## src/rtl/ultrasonic_echo_ranger.sv

```systemverilog
// ultrasonic_echo_ranger: dual-channel HC-SR04 style range front end. Fires a
// trigger pulse on the left and right sensors in turn and measures each echo
// pulse width in clk cycles.
//
// Ports:
//   clk, rst                 system clock, asynchronous active-high reset
//   en                       ranging enable; low aborts to IDLE
//   echo_left, echo_right    sensor echo inputs (asynchronous to clk)
//   trig_left, trig_right    registered trigger outputs
//   left_time, right_time    last published echo width; 20'hFFFFF = no echo
//   valid_left, valid_right  one-cycle pulse when the matching time updates
//
// Optional feature: define ECHO_AVG_EN to publish the mean of the previous
// and current raw result per channel instead of the raw result.
module ultrasonic_echo_ranger #(
  parameter int TRIG_CYCLES    = 500,
  parameter int TIMEOUT_CYCLES = 1000000,
  parameter int HOLDOFF_CYCLES = 1000000
) (
  input  logic        clk,
  input  logic        rst,
  input  logic        en,
  input  logic        echo_left,
  input  logic        echo_right,
  output logic        trig_left,
  output logic        trig_right,
  output logic [19:0] left_time,
  output logic [19:0] right_time,
  output logic        valid_left,
  output logic        valid_right
);

  localparam logic [19:0] NO_ECHO      = 20'hFFFFF;
  localparam logic [31:0] TRIG_LAST    = 32'(TRIG_CYCLES - 1);
  localparam logic [31:0] TIMEOUT_LAST = 32'(TIMEOUT_CYCLES - 1);
  localparam logic [31:0] HOLD_LAST    = 32'(HOLDOFF_CYCLES - 1);
  localparam logic        CH_LEFT      = 1'b0;
  localparam logic        CH_RIGHT     = 1'b1;

  typedef enum logic [2:0] {
    IDLE,
    TRIG,
    WAIT_RISE,
    MEASURE,
    HOLDOFF
  } state_t;

  state_t      state, state_n;
  logic [31:0] tcnt, tcnt_n;   // phase timer for TRIG / WAIT_RISE / HOLDOFF
  logic [31:0] cnt, cnt_n;     // echo width counter
  logic        ch, ch_n;       // active channel
  logic        res_wr;         // result write, coincides with HOLDOFF entry
  logic [19:0] res_raw;        // raw result being written
  logic [19:0] pub;            // value published on res_wr

  // Two-flop synchronizers; both run continuously so switching channel never
  // exposes a stale half-synchronized sample.
  logic [1:0] sync_left, sync_right;
  logic       echo_s_left, echo_s_right, echo_act;

  always_ff @(posedge clk or posedge rst) begin
    if (rst) begin
      sync_left  <= 2'b00;
      sync_right <= 2'b00;
    end else begin
      sync_left  <= {sync_left[0], echo_left};
      sync_right <= {sync_right[0], echo_right};
    end
  end

  assign echo_s_left  = sync_left[1];
  assign echo_s_right = sync_right[1];
  assign echo_act     = (ch == CH_LEFT) ? echo_s_left : echo_s_right;

  // Saturate the 32-bit width count into the 20-bit result field.
  function automatic logic [19:0] sat20(input logic [31:0] v);
    if (v >= 32'(NO_ECHO)) sat20 = NO_ECHO;
    else                   sat20 = v[19:0];
  endfunction

  // Next-state logic.
  always_comb begin
    state_n = state;
    tcnt_n  = tcnt;
    cnt_n   = cnt;
    ch_n    = ch;
    res_wr  = 1'b0;
    res_raw = NO_ECHO;

    case (state)
      IDLE: begin
        if (en) begin
          state_n = TRIG;
          tcnt_n  = '0;
        end
      end

      TRIG: begin
        if (tcnt == TRIG_LAST) begin
          state_n = WAIT_RISE;
          tcnt_n  = '0;
        end else begin
          tcnt_n = tcnt + 32'd1;
        end
      end

      WAIT_RISE: begin
        // An echo already high here is taken as the rise.
        if (echo_act) begin
          state_n = MEASURE;
          cnt_n   = 32'd1;
        end else if (tcnt == TIMEOUT_LAST) begin
          state_n = HOLDOFF;
          tcnt_n  = '0;
          res_wr  = 1'b1;
          res_raw = NO_ECHO;
        end else begin
          tcnt_n = tcnt + 32'd1;
        end
      end

      MEASURE: begin
        if (!echo_act) begin
          state_n = HOLDOFF;
          tcnt_n  = '0;
          res_wr  = 1'b1;
          res_raw = sat20(cnt);
        end else if (cnt >= TIMEOUT_LAST) begin
          // This high cycle would bring cnt to TIMEOUT_CYCLES: give up and
          // ignore the rest of the echo.
          state_n = HOLDOFF;
          tcnt_n  = '0;
          res_wr  = 1'b1;
          res_raw = NO_ECHO;
        end else begin
          cnt_n = cnt + 32'd1;
        end
      end

      HOLDOFF: begin
        if (tcnt == HOLD_LAST) begin
          ch_n    = ~ch;
          state_n = TRIG;
          tcnt_n  = '0;
        end else begin
          tcnt_n = tcnt + 32'd1;
        end
      end

      default: state_n = IDLE;
    endcase

    // Disable overrides everything: abandon the measurement, keep channel.
    if (!en) begin
      state_n = IDLE;
      tcnt_n  = '0;
      cnt_n   = '0;
      ch_n    = ch;
      res_wr  = 1'b0;
    end
  end

  always_ff @(posedge clk or posedge rst) begin
    if (rst) begin
      state <= IDLE;
      tcnt  <= '0;
      cnt   <= '0;
      ch    <= CH_LEFT;
    end else begin
      state <= state_n;
      tcnt  <= tcnt_n;
      cnt   <= cnt_n;
      ch    <= ch_n;
    end
  end

`ifdef ECHO_AVG_EN
  logic [19:0] prev_left, prev_right, prev_sel;

  assign prev_sel = (ch == CH_LEFT) ? prev_left : prev_right;

  // A missing echo on either side poisons the average so "clear" is never
  // reported as a half-way distance.
  always_comb begin
    if ((prev_sel == NO_ECHO) || (res_raw == NO_ECHO)) begin
      pub = NO_ECHO;
    end else begin
      pub = 20'(({1'b0, prev_sel} + {1'b0, res_raw}) >> 1);
    end
  end

  always_ff @(posedge clk or posedge rst) begin
    if (rst) begin
      prev_left  <= NO_ECHO;
      prev_right <= NO_ECHO;
    end else if (res_wr) begin
      if (ch == CH_LEFT) prev_left  <= res_raw;
      else               prev_right <= res_raw;
    end
  end
`else
  assign pub = res_raw;
`endif

  // Registered outputs. Triggers follow the current state, so they rise one
  // edge after TRIG is entered and drop on the edge after en falls.
  always_ff @(posedge clk or posedge rst) begin
    if (rst) begin
      trig_left   <= 1'b0;
      trig_right  <= 1'b0;
      valid_left  <= 1'b0;
      valid_right <= 1'b0;
      left_time   <= NO_ECHO;
      right_time  <= NO_ECHO;
    end else begin
      trig_left   <= en && (state == TRIG) && (ch == CH_LEFT);
      trig_right  <= en && (state == TRIG) && (ch == CH_RIGHT);
      valid_left  <= res_wr && (ch == CH_LEFT);
      valid_right <= res_wr && (ch == CH_RIGHT);
      if (res_wr && (ch == CH_LEFT))  left_time  <= pub;
      if (res_wr && (ch == CH_RIGHT)) right_time <= pub;
    end
  end

endmodule
```

## config.mk

```make
export PLATFORM = sky130hd
export DESIGN_NAME = ultrasonic_echo_ranger
export DESIGN_NICKNAME = d
export VERILOG_FILES = /design/src/rtl/ultrasonic_echo_ranger.sv
export SDC_FILE = /design/constraint.sdc
export NUM_CORES = 1
export LEC_CHECK = 0
export ABC_AREA = 0
export CORE_UTILIZATION = 50
export DETAILED_ROUTE_END_ITERATION = 6
export GPL_ROUTABILITY_DRIVEN = 0
export PLACE_DENSITY_LB_ADDON = 0.08
export SKIP_LAST_GASP = 1
export SYNTH_ARGS = -nofsm -noshare
export SYNTH_HDL_FRONTEND = slang
export SYNTH_SLANG_ARGS = --single-unit
```

## constraint.sdc

```tcl
create_clock -name clk -period 10.15 [get_ports clk]
set_clock_uncertainty 0.1 [all_clocks]
set_input_delay 2.03 -clock clk [delete_from_list [all_inputs] [get_ports clk]]
set_output_delay 2.03 -clock clk [all_outputs]
set_load 0.01 [all_outputs]
```

==> results_dict.tcl, run 1 <==
set metrics [dict create \
    rsz0062_at_grt "no" \
    final_common_cell "dfrtp_1" \
    vias 4354 \
    cts_tree "built" \
    run_status "finished, final reports clean" \
    final_cells 728 \
    hold_violations 0 \
    die_y_um 108 \
    start_kind "input port" \
    cts_inserted_buffers 17 \
    synth-main-ff-cell "dfrtp_1" \
    yosys-top-cells-area "dfrtp_1, dfstp_2, o22a_1" \
    timing.fmax_mhz 226 \
    hold_buffers 0 \
    synthToLayoutAreaGrowth_pct 19.2 \
    max_slew_margin 0.159 \
    cellLeakagePower_nw 2.82 \
    die-area_sq_um 11700 \
    required_ns 10.37 \
    drv_cap 0 \
    tightestPinTransition_ns 1.25 \
    critPathSlowestCell "clkdlybuf4s50_1" \
    dp_cells 696 \
    detail-route-antenna-nets 0 \
    min_path_type "reg2reg" \
    grtUsageTotal 0.232 \
    start_util 0.516 \
    hpwl_mm 8.42 \
    fin_crit_ns 4.42 \
    firstDrtPassIters 5 \
    path_cells "clkdlybuf4s50_1 -> or4b_1 -> o22a_2 -> and2_1 -> or4_1 -> o21ai_0" \
    ys_seq_area_frac 0.523 \
    first_global_vias 4158 \
    synth_top_area_share 0.337 \
    cts.htree.levels 4 \
    root_buffer "clkbuf_16" \
    ys_ff_latch 116 \
    drive_gt1_frac 0.167 \
    synth_edf_count 0 \
    cts_setup_buffers 0 \
    setup_viol 0 \
    finalSetupTns_ns 0 \
    cp_top_family "simple AND/OR/NAND/NOR gates" \
    nets 582 \
    coreArea_sq_um 10900 \
    power_w 0.00149 \
    grt_max_degree 60 \
    io_pins 49 \
    syn_area_sq_um 5650 \
    vdd_ir_drop_max_v 0.000138 \
    layout.cells.most_common_list "dfrtp_1, clkdlybuf4s50_1, nor2_1, o22a_1, dfstp_2" \
    crit_path_end_kind "flip-flop" \
    globalRoute.totalOverflow 0 \
    slew_violations 0 \
    cp.buffers_inverters 1 \
    critPathKind "in2reg" \
    syn_nets 539 \
    post_drt_via_cell_ratio 5.98 \
    ctsResizeCount 0 \
    yosysWarnings 0 \
    powerDensity_nw_per_um2 221 \
    clk-insertion-delay-late_ns 0.40 \
    grt_pass1_wl_mm 20.8 \
    die_x_um 108 \
    setup_slack_ns 5.73 \
    cts_buffer_depth 2 \
    ys_types 67 \
    clkSinkCount 116 \
    synth.largest_area_cell "dfrtp_1" \
    port_buffers 48 \
    rows 38 \
    drc_errors 0 \
    timing.final.crit_share 0.436 \
    n_antenna_cell 0 \
    syn_avg_cell_area_sq_um 10.6 \
    crit_fanout 18 \
    cpPeakStageDelay_ns 0.66 \
    post-place-ws_ns 5.31 \
    antenna_found_initial 0 \
    synthArstFlopShare 1.00 \
    drt_iter0_drc 242 \
    cts.clk_slew.worst_paths_ns 0.05 \
    wire_per_inst_um 17.3 \
    wl_mm 12.6 \
    critPathArrivalTime_ns 4.64 \
    synthesis.instances 532 \
]
==> synth_stat cells (3+ instances only) <==
cell type,number
nor3_1,12
buf_2,7
o22ai_1,3
clkbuf_1,11
dfrtp_1,76
o21ai_0,23
xor2_1,11
xnor2_1,4
o21ai_2,10
nor2_1,44
a21boi_0,3
o2bb2ai_1,3
nand3_1,22
nand2b_1,3
a21o_1,9
nor2b_1,9
or4_4,3
nor4b_1,4
o22a_1,40
nand2_1,34
nor4_1,11
dfstp_2,40
nand4_1,22
and3_1,12
a22o_1,12
buf_6,5
inv_1,12
and2_1,19
mux2i_1,3
and3b_1,3
a21oi_1,12
or4_1,3
and4_1,4
o31ai_1,4
==> worst reg2reg max path, delay by kind of cell, from the launching register on <==
family	cells	cell delay, ns
AO/OA/AOI/OAI	3	0.76
adder cells (fa/ha/maj)	1	0.27
flip-flops	1	0.43
AND/OR/NAND/NOR	3	1.80
==> area by class of cell <==
| type | count | area, sq um |
|---|---|---|
| clock inverter | 5 | 75.1 |
| sequential | 116 | 2950 |
| multi-input combinational | 376 | 2480 |
| fill | 947 | 4210 |
| clock buffer | 27 | 493 |
| timing repair buffer | 52 | 510 |
| inverter | 12 | 47.5 |
| tap | 140 | 175 |
==> logic make-up (layout without fill, tap and decap cells) <==
kind of cell	count (synthesis)	count (layout)	synth area share
flops	116	116	0.523
fa+ha+maj	2	2	0.00443
compound gates	135	135	0.184
xor+xnor	15	15	0.0233
buf+inv	40	96	0.0397
simple gates	220	220	0.218
mux	4	4	0.00731
==> metrics by stage <==
stage	utilization	hold slack, ns	cell area, sq um
after detailed placement	0.564	0.242	6160
after global routing	0.615	0.254	6730
after global placement	0.564	0.236	6160
after floorplan	-	0.231	5650
after CTS	0.615	0.253	6730
final	0.615	0.250	6730
==> flip-flops by register name, indices dropped and copies added, names as in the netlist <==
signal	cells
valid_left	1
trig_right	1
right_time	20
tcnt	32
state	3
cnt	32
sync_left	2
trig_left	1
valid_right	1
ch	1
left_time	20
sync_right	2
==> path summary, 6_finish.rpt <==
path / start / end / slack [ns] / depth (start not counted)
min: sync_right[0]$_DFF_PP0_ / sync_right[1]$_DFF_PP0_ / 0.25 / 0
min in group asynchronous: rst / cnt[4]$_DFFE_PP0P_ / 2.00 / 2
max in group asynchronous: rst / cnt[21]$_DFFE_PP0P_ / 6.74 / 3
max reg2reg: tcnt[0]$_DFFE_PP0P_ / tcnt[11]$_DFFE_PP0P_ / 6.67 / 7
max: en / tcnt[31]$_DFFE_PP0P_ / 5.73 / 6
min reg2reg: sync_right[0]$_DFF_PP0_ / sync_right[1]$_DFF_PP0_ / 0.25 / 0
==> report_power, final <==
| group | switching (W) | internal, W | leakage (nW) |
|---|---|---|---|
| sequential | 0.0000393 | 0.000541 | 1.46 |
| clock | 0.000192 | 0.000379 | 0.279 |
| combinational | 0.000176 | 0.000162 | 1.08 |
==> layer usage <==
metal  share of wire  GRT usage  vias to the layer above
li1                -          -                     2058
met5               0          0                        -
met2            0.50      0.391                      110
met3           0.044     0.0651                       14
met1            0.44      0.290                     2172
met4           0.015     0.0724                        0
(Power assumes the default switching activity.)
==> run 2: changes to the inputs <==
==> constraint.sdc (replaced) <==
create_clock -name clk -period 4.1 [get_ports clk]
set_clock_uncertainty 0.1 [all_clocks]
set_input_delay 0.82 -clock clk [delete_from_list [all_inputs] [get_ports clk]]
set_output_delay 0.82 -clock clk [all_outputs]
set_load 0.01 [all_outputs]
==> results_dict.tcl, run 2 (synthesis results as in run 1) <==
set metrics [dict create \
    hpwl_mm 8.64 \
    placed_area_sq_um 6230 \
    required_ns 4.30 \
    antenna_found_initial 0 \
    rows 38 \
    n_antenna_cell 0 \
    die_y_um 108 \
    final_cells 737 \
    nets 591 \
    drc_errors 0 \
    whs_path_depth 0 \
    start_util 0.516 \
    start_kind "flip-flop" \
    io_pins 49 \
    timing.final.crit_share 0.772 \
    timing.fmax_mhz 316 \
    drt_iter0_drc 259 \
    setup_viol 0 \
    critPathSlowestCell "or4b_2" \
    first_global_vias 4193 \
    cts_inserted_buffers 17 \
    stdcell_area_sq_um 6850 \
    cts_setup_buffers 0 \
    hold_buffers 0 \
    cts.clk_slew.worst_paths_ns 0.06 \
    wire_per_inst_um 17.2 \
    reg_top3 "cnt (32), tcnt (32)" \
    crit_path_end_kind "flip-flop" \
    rsz0062_at_grt "no" \
    final_common_cell "dfrtp_1" \
    cellLeakagePower_nw 2.89 \
    finalSetupTns_ns 0 \
    cp_top_family "simple AND/OR/NAND/NOR gates" \
    path_depth 8 \
    nFillCells 908 \
    slew_violations 0 \
    path_cells "ha_1 -> or4b_2 -> nor4_1 -> o22a_2 -> and2_1 -> buf_4 -> o21ai_0 -> a22o_1" \
    fin_crit_ns 3.17 \
    root_buffer "clkbuf_16" \
    detail-route-antenna-nets 0 \
    crit_fanout 12 \
    critPathArrivalTime_ns 3.37 \
    ctsResizeCount 0 \
    post_drt_via_cell_ratio 5.95 \
    cpPeakStageDelay_ns 0.59 \
    grt_max_degree 61 \
    max_slew_margin 0.514 \
    cp.buffers_inverters 1 \
    critPathKind "reg2reg" \
    cts_tree "built" \
    powerDensity_nw_per_um2 561 \
    vias 4385 \
    layout.cells.most_common_list "dfrtp_1, clkdlybuf4s50_1, nor2_1, o22a_1, dfstp_2" \
    port_buffers 48 \
    hold_violations 0 \
    wl_mm 12.7 \
    grt_pass1_wl_mm 20.7 \
    dp_cells 705 \
    power_w 0.00384 \
    synthToLayoutAreaGrowth_pct 21.3 \
    clk-insertion-delay-late_ns 0.41 \
    rr_worst_depth 8 \
    drive_gt1_frac 0.184 \
    tightestPinTransition_ns 0.728 \
    drv_cap 0 \
    cts_buffer_depth 2 \
    die_x_um 108 \
    cts.htree.levels 4 \
    clkSinkCount 116 \
    grtUsageTotal 0.232 \
    min_path_type "reg2reg" \
    run_status "finished, final reports clean" \
    globalRoute.totalOverflow 0 \
    vdd_ir_drop_max_v 0.000262 \
    die-area_sq_um 11700 \
    firstDrtPassIters 5 \
    coreArea_sq_um 10900 \
]
[run 2: cell types whose count changed in the layout (fill, tap and decap cells not counted), sizes merged]
cell / before / now
buf: 4 / 13
clkinvlp: 0 / 1
clkbuf: 27 / 23
bufinv: 2 / 4
clkinv: 3 / 4
[run 2: cell type report]
| cell class | instances | area (sq um) | share of cell area |
|---|---|---|---|
| flip-flops and latches | 116 | 2950 | 0.431 |
| repair buffers | 61 | 578 | 0.0844 |
| multi-input cells | 376 | 2480 | 0.362 |
| clock buffers | 23 | 468 | 0.0683 |
| well taps | 140 | 175 | 0.0256 |
| clock inverters | 9 | 151 | 0.0221 |
| inverters | 12 | 47.5 | 0.00694 |
[run 2: worst paths after layout]
check,start,end,slack (ns)
worst min register to register,sync_right[0]$_DFF_PP0_,sync_right[1]$_DFF_PP0_,0.25
worst min-delay path,sync_right[0]$_DFF_PP0_,sync_right[1]$_DFF_PP0_,0.25
max in group asynchronous,rst,state[0]$_DFFE_PP0P_,2.30
worst max-delay path,tcnt[0]$_DFFE_PP0P_,tcnt[15]$_DFFE_PP0P_,0.93
worst max register to register,tcnt[0]$_DFFE_PP0P_,tcnt[15]$_DFFE_PP0P_,0.93
min in group asynchronous,rst,valid_left$_DFF_PP0_,0.79
[run 2: power by group]
group	switching [W]	total (W)	leakage, nW	internal (W)
Sequential	0.0000986	0.00144	1.46	0.00134
Clock	0.000496	0.00154	0.301	0.00105
Combinational	0.000439	0.000864	1.13	0.000424
Total	0.00103	0.00384	2.89	0.00281
[run 2: metrics by stage]
step | hold WS (ns) | util | worst slack (ns)
4_1_cts | 0.250 | 0.626 | 0.960
3_5_place_dp | 0.239 | 0.570 | 0.775
5_1_grt | 0.266 | 0.626 | 0.801
3_3_place_gp | 0.243 | 0.570 | 0.847
6_report | 0.246 | 0.626 | 0.934
2_1_floorplan | 0.231 | - | 0.174
[run 2: layer usage]
| metal | track usage | vias to the layer above | routed length [um] |
|---|---|---|---|
| li1 | - | 2088 | - |
| met1 | 0.289 | 2162 | 5650 |
| met2 | 0.384 | 106 | 6240 |
| met3 | 0.0512 | 29 | 496 |
| met4 | 0.110 | 0 | 328 |
| met5 | 0 | - | 0 |
==> run 3: changes to the inputs <==
==> constraint.sdc (replaced) <==
create_clock -name clk -period 2.8 [get_ports clk]
set_clock_uncertainty 0.1 [all_clocks]
set_input_delay 0.56 -clock clk [delete_from_list [all_inputs] [get_ports clk]]
set_output_delay 0.56 -clock clk [all_outputs]
set_load 0.01 [all_outputs]
==> results_dict.tcl, run 3 (synthesis results as in run 1) <==
set metrics [dict create \
    root_buffer "clkbuf_16" \
    io_pins 49 \
    grt_pass1_wl_mm 22.1 \
    first_global_vias 4431 \
    critPathKind "reg2reg" \
    utilization 0.654 \
    rows 38 \
    globalRoute.totalOverflow 0 \
    start_kind "flip-flop" \
    final_common_cell "dfrtp_1" \
    cts_setup_buffers 0 \
    antenna_found_initial 0 \
    cts_inserted_buffers 17 \
    cts.htree.levels 4 \
    max_slew_margin 0.588 \
    crit_path_end_kind "flip-flop" \
    wl_mm 13.4 \
    grtUsageTotal 0.249 \
    clk-insertion-delay-late_ns 0.41 \
    hold_violations 0 \
    dp_cells 739 \
    cellLeakagePower_nw 3.06 \
    clkSinkCount 116 \
    wire_per_inst_um 17.4 \
    required_ns 2.99 \
    detail-route-antenna-nets 0 \
    die_x_um 108 \
    cts.clk_slew.worst_paths_ns 0.06 \
    nets 625 \
    die_y_um 108 \
    powerDensity_nw_per_um2 792 \
    cts_buffer_depth 2 \
    firstDrtPassIters 5 \
    cp.buffers_inverters 1 \
    hold_buffers 0 \
    start_util 0.516 \
    timing.final.crit_share 0.952 \
    drt_iter0_drc 306 \
    nFillCells 871 \
    critPathArrivalTime_ns 2.86 \
    rsz0062_at_grt "no" \
    run_status "finished, final reports clean" \
    n_antenna_cell 0 \
    min_path_type "reg2reg" \
    ctsResizeCount 0 \
    coreArea_sq_um 10900 \
    synthToLayoutAreaGrowth_pct 26.7 \
    critPathSlowestCell "or4_4" \
    path_cells "or4_1 -> or4_4 -> a211o_4 -> buf_4 -> nor4_4 -> xnor2_1 -> nor2_1" \
    timing.fmax_mhz 375 \
    timing.hold.ws_ns 0.248 \
    vias 4520 \
    vdd_ir_drop_max_v 0.000483 \
    cpPeakStageDelay_ns 0.58 \
    hpwl_mm 9.27 \
    drv_cap 0 \
    cp_top_family "simple AND/OR/NAND/NOR gates" \
    final_cells 771 \
    cts_tree "built" \
    reg_top3 "cnt (32), tcnt (32)" \
    crit_fanout 7 \
    port_buffers 48 \
    tightestPinTransition_ns 0.617 \
    layout.cells.most_common_list "dfrtp_1, clkdlybuf4s50_1, nor2_1" \
    setup_viol 0 \
    fin_crit_ns 2.67 \
    drc_errors 0 \
    slew_violations 0 \
    post_drt_via_cell_ratio 5.86 \
    grt_max_degree 50 \
    drive_gt1_frac 0.233 \
    die-area_sq_um 11700 \
]
-- run 3: cell types whose count changed in the layout (fill, tap and decap cells not counted) --
cell	before	now
buf_4	13	40
buf_12	0	6
bufinv_16	4	2
clkinv_2	3	5
clkinvlp_4	1	3
a211o_1	1	0
a211o_4	0	1
and2_1	19	18
and2_4	0	1
buf_6	0	1
clkbuf_1	4	3
inv_4	1	0
o21a_2	1	0
o21a_4	0	1
-- run 3: report_power, final --
| group | internal (W) | total (W) | leakage, nW | switching [W] |
|---|---|---|---|---|
| clock | 0.00135 | 0.00208 | 0.280 | 0.000735 |
| sequential | 0.00196 | 0.00207 | 1.46 | 0.000106 |
| combinational | 0.000774 | 0.00152 | 1.32 | 0.000742 |
-- run 3: metrics by stage --
step / TNS [ns] / power [W] / area, sq um / worst slack, ns
after floorplan: 0 / 0.00294 / 5650 / 0.213
after global placement: 0 / 0.00355 / 6560 / 0.0200
after detailed placement: -0.0847 / 0.00359 / 6560 / -0.0431
after CTS: 0 / 0.00569 / 7130 / 0.0441
after global routing: 0 / 0.00593 / 7160 / 0.0222
final: 0 / 0.00567 / 7160 / 0.134
-- run 3: worst paths after layout --
kind	slack, ns	start	end	depth (start not counted)
hold / removal	0.25	sync_left[0]$_DFF_PP0_	sync_left[1]$_DFF_PP0_	0
min in group asynchronous	0.48	rst	valid_left$_DFF_PP0_	2
setup reg to reg	0.13	cnt[30]$_DFFE_PP0P_	cnt[13]$_DFFE_PP0P_	7
hold reg to reg	0.25	sync_left[0]$_DFF_PP0_	sync_left[1]$_DFF_PP0_	0
setup / recovery	0.13	cnt[30]$_DFFE_PP0P_	cnt[13]$_DFFE_PP0P_	7
max in group asynchronous	1.44	rst	right_time[14]$_DFFE_PP1P_	3
-- run 3: per-layer routing --
metal	vias to the layer above	wire length [um]	global-route usage
met5	-	0	0
met1	2225	5770	0.307
met2	129	6970	0.434
met3	17	468	0.0518
li1	2149	-	-
met4	0	192	0.0888
-- run 3: worst reg2reg max path: stages (launching register included) --
cell     delay, ns
dfrtp_1       0.36
or4_1         0.56
or4_4         0.58
a211o_4       0.34
buf_4         0.16
nor4_4        0.27
xnor2_1       0.14
nor2_1        0.05
-- run 3: final cells by class --
cell class,instances,area [sq um],share of cell area
clock buffers,22,464,0.0649
well taps,140,175,0.0245
repair buffers,95,912,0.127
multi-input cells,376,2490,0.348
clock inverters,10,109,0.0152
inverters,12,48.8,0.00682
flip-flops and latches,116,2950,0.413
